$ cat src/rtl/dither_ctrl_pkg.sv
// Shared definitions for the dither lock-in controller.
//  - dli_state_e : modulation sequencer states
//  - LOCK_COUNT  : consecutive good updates needed to declare lock
//  - sat_clip    : clip a signed value into a w-bit signed range
package dither_ctrl_pkg;

  typedef enum logic [1:0] {IDLE, POS, NEG, UPDATE} dli_state_e;

  localparam int LOCK_COUNT = 4;

  function automatic logic signed [63:0] sat_clip(input logic signed [63:0] v,
                                                  input int w);
    logic signed [63:0] hi, lo;
    hi = (64'sd1 <<< (w - 1)) - 64'sd1;
    lo = -(64'sd1 <<< (w - 1));
    if (v > hi) return hi;
    if (v < lo) return lo;
    return v;
  endfunction

endpackage

$ cat src/rtl/dli_sat_add.sv
// Signed saturating adder.
//  a, b : W-bit signed operands
//  y    : OW-bit signed sum, clipped into the OW-bit range
//  s    : 1 when the sum was clipped
module dli_sat_add
  import dither_ctrl_pkg::*;
#(
  parameter int W  = 42,
  parameter int OW = 25
) (
  input  logic signed [W-1:0]  a,
  input  logic signed [W-1:0]  b,
  output logic signed [OW-1:0] y,
  output logic                 s
);

  logic signed [W:0]  sum;
  logic signed [63:0] wide, clip;

  // one extra bit so the raw sum itself can never wrap
  assign sum  = (W+1)'(a) + (W+1)'(b);
  assign wide = 64'(sum);
  assign clip = sat_clip(wide, OW);
  assign y    = OW'(clip);
  assign s    = (clip != wide);

endmodule

$ cat src/rtl/dither_lockin_ctrl.sv
// Dither lock-in controller: square-wave modulation, synchronous
// demodulation of err_in and integration into a dynamic offset.
//  clk, rst_n    : clock, synchronous active-low reset
//  enable, clear : run loop / zero offset+accumulator (pulse)
//  half_period, settle, mod_amp, gain_shift : per-period config,
//                  latched on loop start and at every update
//  lock_thresh   : |step| lock threshold
//  err_in        : error from scaler
//  mod, DITHon   : modulation and dither enable to scaler
//  offset, upd_stb, sat, locked : integrator output and status
// Optional feature: define DLI_LOCK_DETECT_EN for the lock detector;
// otherwise locked is tied low.
module dither_lockin_ctrl
  import dither_ctrl_pkg::*;
#(
  parameter int N_B         = 16,
  parameter int SIGNAL_SIZE = 25,
  parameter int N_HP        = 16,
  parameter int N_ACC       = 42
) (
  input  logic                          clk,
  input  logic                          rst_n,
  input  logic                          enable,
  input  logic                          clear,
  input  logic [N_HP-1:0]               half_period,
  input  logic [N_HP-1:0]               settle,
  input  logic signed [N_B-1:0]         mod_amp,
  input  logic [4:0]                    gain_shift,
  input  logic [SIGNAL_SIZE-1:0]        lock_thresh,
  input  logic signed [SIGNAL_SIZE-1:0] err_in,
  output logic signed [N_B-1:0]         mod,
  output logic                          DITHon,
  output logic signed [SIGNAL_SIZE-1:0] offset,
  output logic                          upd_stb,
  output logic                          sat,
  output logic                          locked
);

  dli_state_e st, st_nxt;
  logic [N_HP-1:0]              cnt, hp_q, settle_q;
  logic signed [N_B-1:0]        amp_q, amp_nxt, mod_nxt;
  logic [4:0]                   gs_q;
  logic signed [N_ACC-1:0]      acc, step, err_ext;
  logic signed [SIGNAL_SIZE-1:0] off_sum;
  logic                         add_sat, latch, last, sample;

  assign err_ext = N_ACC'(err_in);
  assign step    = acc >>> gs_q;
  assign last    = (cnt == hp_q - N_HP'(1));
  assign sample  = (st == POS || st == NEG) && enable && (cnt >= settle_q);
  assign amp_nxt = latch ? mod_amp : amp_q;

  always_comb begin
    st_nxt = st;
    latch  = 1'b0;
    case (st)
      IDLE:   if (enable) begin st_nxt = POS; latch = 1'b1; end
      POS:    if (!enable) st_nxt = IDLE; else if (last) st_nxt = NEG;
      NEG:    if (!enable) st_nxt = IDLE; else if (last) st_nxt = UPDATE;
      UPDATE: if (enable) begin st_nxt = POS; latch = 1'b1; end
              else st_nxt = IDLE;
      default: st_nxt = IDLE;
    endcase
  end

  // outputs are registered from the next state so they move with it
  always_comb begin
    mod_nxt = -amp_nxt;
    if (st_nxt == IDLE)     mod_nxt = '0;
    else if (st_nxt == POS) mod_nxt = amp_nxt;
  end

  dli_sat_add #(.W(N_ACC), .OW(SIGNAL_SIZE)) u_add (
    .a (N_ACC'(offset)),
    .b (step),
    .y (off_sum),
    .s (add_sat)
  );

  always_ff @(posedge clk) begin
    if (!rst_n) begin
      st       <= IDLE;
      cnt      <= '0;
      hp_q     <= N_HP'(1);
      settle_q <= '0;
      amp_q    <= '0;
      gs_q     <= '0;
      acc      <= '0;
      mod      <= '0;
      DITHon   <= 1'b0;
      offset   <= '0;
      upd_stb  <= 1'b0;
      sat      <= 1'b0;
    end else begin
      st     <= st_nxt;
      mod    <= mod_nxt;
      DITHon <= (st_nxt != IDLE);
      cnt    <= (latch || st_nxt != st) ? '0 : cnt + N_HP'(1);
      if (latch) begin
        hp_q     <= (half_period == '0) ? N_HP'(1) : half_period;
        settle_q <= settle;
        amp_q    <= mod_amp;
        gs_q     <= gain_shift;
      end
      upd_stb <= 1'b0;
      if (clear) begin
        offset <= '0;
        acc    <= '0;
        sat    <= 1'b0;
      end else if (st == UPDATE) begin
        offset  <= off_sum;
        sat     <= sat | add_sat;
        upd_stb <= 1'b1;
        acc     <= '0;
      end else if (st_nxt == IDLE) begin
        acc <= '0;   // aborted period: discard partial sum
      end else if (sample) begin
        acc <= acc + ((st == POS) ? err_ext : -err_ext);
      end
    end
  end

`ifdef DLI_LOCK_DETECT_EN
  logic [2:0]       lk_cnt;
  logic [N_ACC-1:0] step_mag;
  logic             step_ok;

  assign step_mag = (step < 0) ? N_ACC'(-step) : N_ACC'(step);
  assign step_ok  = (step_mag <= N_ACC'(lock_thresh)) && !add_sat;

  always_ff @(posedge clk) begin
    if (!rst_n) begin
      lk_cnt <= '0;
      locked <= 1'b0;
    end else if (clear || !enable) begin
      lk_cnt <= '0;
      locked <= 1'b0;
    end else if (st == UPDATE) begin
      if (step_ok) begin
        if (lk_cnt != 3'(LOCK_COUNT)) lk_cnt <= lk_cnt + 3'd1;
        locked <= (lk_cnt >= 3'(LOCK_COUNT - 1));
      end else begin
        lk_cnt <= '0;
        locked <= 1'b0;
      end
    end
  end
`else
  logic unused_thresh;
  assign unused_thresh = ^lock_thresh;
  assign locked        = 1'b0;
`endif

endmodule

$ cat config.mk
export PLATFORM = sky130hd
export DESIGN_NAME = dither_lockin_ctrl
export DESIGN_NICKNAME = d
export VERILOG_FILES = /design/src/rtl/dither_ctrl_pkg.sv /design/src/rtl/dli_sat_add.sv /design/src/rtl/dither_lockin_ctrl.sv
export SDC_FILE = /design/constraint.sdc
export NUM_CORES = 1
export LEC_CHECK = 0
export ABC_CLOCK_PERIOD_IN_PS = 15100
export CAP_MARGIN = 20
export CORE_ASPECT_RATIO = 1.75
export CORE_MARGIN = 2
export CORE_UTILIZATION = 37
export DETAILED_ROUTE_END_ITERATION = 7
export SLEW_MARGIN = 10
export SYNTH_ARGS = -nofsm -noshare
export SYNTH_HDL_FRONTEND = slang
export SYNTH_HIERARCHICAL = 1
export SYNTH_SLANG_ARGS = --single-unit
export TNS_END_PERCENT = 5
$ cat constraint.sdc
create_clock -name clk -period 15.1 [get_ports clk]
set_clock_uncertainty 0.15 [all_clocks]
set_input_delay 1.51 -clock clk [delete_from_list [all_inputs] [get_ports clk]]
set_output_delay 1.51 -clock clk [all_outputs]
set_load 0.005 [all_outputs]
==> summary.md <==
| Metric | Value |
|---|---|
| Outcome | `finished, final reports clean` |
| Vias in the first global route | `14,190` |
| Net Sw Frac | `0.3417` |
| Final nets | `2,273` |
| Pint | `0.7766 mW` |
| CTS tree | `built` |
| Share of layout cells above drive strength 1 | `0.05945` |
| DR iter-0 viols | `807` |
| Minimum clock period | `7.935 ns` |
| Vias | `14,690` |
| Gp weighted congestion | `0.9111` |
| Gr usage total | `0.2072` |
| Max Clk Rate | `126.0 MHz` |
| Post-CTS sizing | `0` |
| Worst hold path class | `reg -> reg` |
| Nature of the critical path startpoint | `flop` |
| Net Sw Power | `0.4031 mW` |
| DP Wirelength | `35,730 um` |
| FP Rows | `98` |
| Primary FF master, synth | `dfxtp_1` |
| RSZ-0062 raised after global routing | `false` |
| Synth Cell Area | `15,140 um2` |
| Post-DRT Antenna Nets | `0` |
| Clock Pin Slew Worst Setup and Hold Paths | `0.07 ns` |
| YS warnings | `6` |
| H-tree depth | `4` |
| Routed WL | `44,790 um` |
| CP Max Fanout | `43` |
| Post-synth EDFFs | `0` |
| First-pass GRT wire length | `71,390 um` |
| Synthesized area per cell | `7.508 um2` |
| Bufs on Longest Clock Path | `2` |
| Worst Tran Pin Value | `1.134 ns` |
| Sequential share of the synthesized area | `0.2077` |
| Cell Pwr Density | `68.33 nW/um2` |
| Largest net degree at the start of global routing | `72` |
| Residual DRC count | `0` |
| Seq pwr share | `0.373` |
| Max_slew headroom | `0.2361` |
| CTS sink cnt | `157` |
| TNS Setup | `0 ns` |
| Synth area leader | `dfxtp_1` |
| Synthesized instance count | `2,016` |
| WP data arrival | `8.17 ns` |
| Clock Power Share | `0.363` |
| Root buffer selected by CTS | `clkbuf_16` |
| Routed len/inst | `17.10 um` |
| Hold-fix buffers, CTS | `0` |
| Core area | `40,590 um2` |
| Ant. Diodes | `0` |
| Seq cells post-synth | `157` |
| Max VDD drop | `76.79 uV` |
| Hold Fails Final Rpt | `0` |
| Total iterations of the first detailed-routing run | `5` |
| Asr flop ratio synth | `0` |
| Top post-synthesis cells by count | `nand2_1 (281), nor2_1 (175), a21oi_1 (171)` |
| Worst skew pair latency | `0.45 ns` |
| Cell with the most instances after synthesis | `nand2_1` |
| Post-synth net total | `2,233` |
| Crit. End Element | `flop` |
| CP required | `15.34 ns` |
| Initial antenna violation count | `0` |
| Number of vias per cell | `5.609` |
| Die height | `271.6 um` |
| I/O Pins | `152` |
| CTS buffer count | `17` |
| Hold_ws | `0.3152 ns` |
| Leak | `6.726 nW` |
| Post-CTS Setup Inserts | `0` |
| GRT overflow | `0` |
| Max-cap viol count | `0` |
| Synth top area share | `0.2077` |
| Final Cycle Share | `0.5255` |
| Critical path class | `reg -> reg` |
| Unique cell type count in the Yosys netlist | `93` |
| Final setup viols | `0` |
| I/O Buffers | `125` |
| Gate power share | `0.265` |
| Die width | `156.9 um` |
| Area Overhead vs Synth | `14.07%` |
| Die ar. | `42,610 um2` |
| Initial Utilization | `0.3729` |
| Top post-synthesis cells by area | `dfxtp_1 (21%), ha_1 (8.9%), nand2_1 (7.0%)` |
| Max Slew Vio Count | `0` |
## kinds of logic (layout without fill, tap and decap cells)
kind of cell,Yosys count,after routing,synth area share
and+or+nand+nor,733,733,0.2282
AOI/OAI and AO/OA,604,604,0.2602
other,1,1,0.0002478
DFF,157,157,0.2077
adders and majority gates,110,110,0.09192
buffers and inverters,182,235,0.05018
muxes,113,113,0.09449
xor gates and xnor gates,116,116,0.06712
## worst max-delay path, cell delays in order (launching register included)
cell and delay (ns):
dfxtp_1 0.31, buf_4 0.36, clkinv_1 0.84, mux2_2 0.59, mux2i_1 0.24, mux2i_1 0.17, ha_1 0.48, and4_1 0.38
nor2b_1 0.33, o2111ai_1 0.30, a211oi_1 0.82, or4_1 0.22, nand4_1 0.14, nor4_1 0.31, nand4_1 0.19, or4_1 0.54
ha_1 0.30, buf_4 0.23, inv_1 0.18, o22ai_1 0.52, a21oi_1 0.14, nor2_1 0.10
## cell usage in the layout, fill, tap and decap left out, types with 54 or more instances in the layout
| master | n |
|---|---|
| ha_1 | 108 |
| xnor2_1 | 62 |
| xor2_1 | 54 |
| nand2_1 | 281 |
| a21oi_1 | 171 |
| o21ai_0 | 122 |
| nor2_1 | 174 |
| inv_1 | 62 |
| mux2i_1 | 72 |
| dfxtp_1 | 154 |
| clkdlybuf4s50_1 | 124 |
## path summary, 6_finish.rpt
check,start,to,slack [ns],cells past startpoint
setup reg to reg,gs_q[2],sat,7.17,21
hold reg to reg,settle_q[10],settle_q[10],0.32,2
hold / removal,settle_q[10],settle_q[10],0.32,2
setup / recovery,gs_q[2],sat,7.17,21
## per-layer routing
metal,share of wire,GRT usage
met1,0.40,0.2257
met2,0.53,0.3904
met3,0.024,0.02091
met4,0.046,0.1036
met5,0,0
## state kept, by name, indices dropped and copies added, names as in the netlist
signal and count:
st 2, acc 42, settle_q 16, DITHon 1, mod 16, sat 1, hp_q 16, amp_q 16
cnt 16, upd_stb 1, gs_q 5, offset 25
## per-stage QoR
step	worst slack (ns)	power, mW	area [um2]	util	cells
floorplan	8.887	0.6723	15140	-	2016
global placement	7.374	0.7557	16670	0.4108	2586
detailed placement	7.289	0.7609	16690	0.4112	2587
CTS	7.238	1.192	17270	0.4254	2619
global route	6.724	1.243	17270	0.4254	2619
finish	7.165	1.180	17270	0.4254	2619
## cell type report
| type | count | area [um2] |
|---|---|---|
| fillers | 4174 | 23320 |
| repair buffers | 138 | 1351 |
| clock buffers | 18 | 429.2 |
| inverters | 65 | 244.0 |
| clock inverters | 14 | 147.6 |
| well taps | 550 | 688.2 |
| flip-flops and latches | 157 | 3147 |
| multi-input cells | 1677 | 11260 |
## power groups by stage
| stage | sequential, mW | combinational, mW | clock [mW] |
|---|---|---|---|
| 6_report | 0.440 | 0.312 | 0.428 |
| 5_1_grt | 0.441 | 0.347 | 0.454 |
| 4_1_cts | 0.440 | 0.313 | 0.439 |
| 3_5_place_dp | 0.449 | 0.312 | 0 |
| 3_3_place_gp | 0.449 | 0.307 | 0 |
| 2_1_floorplan | 0.443 | 0.229 | 0 |
(Power assumes the default switching activity.)
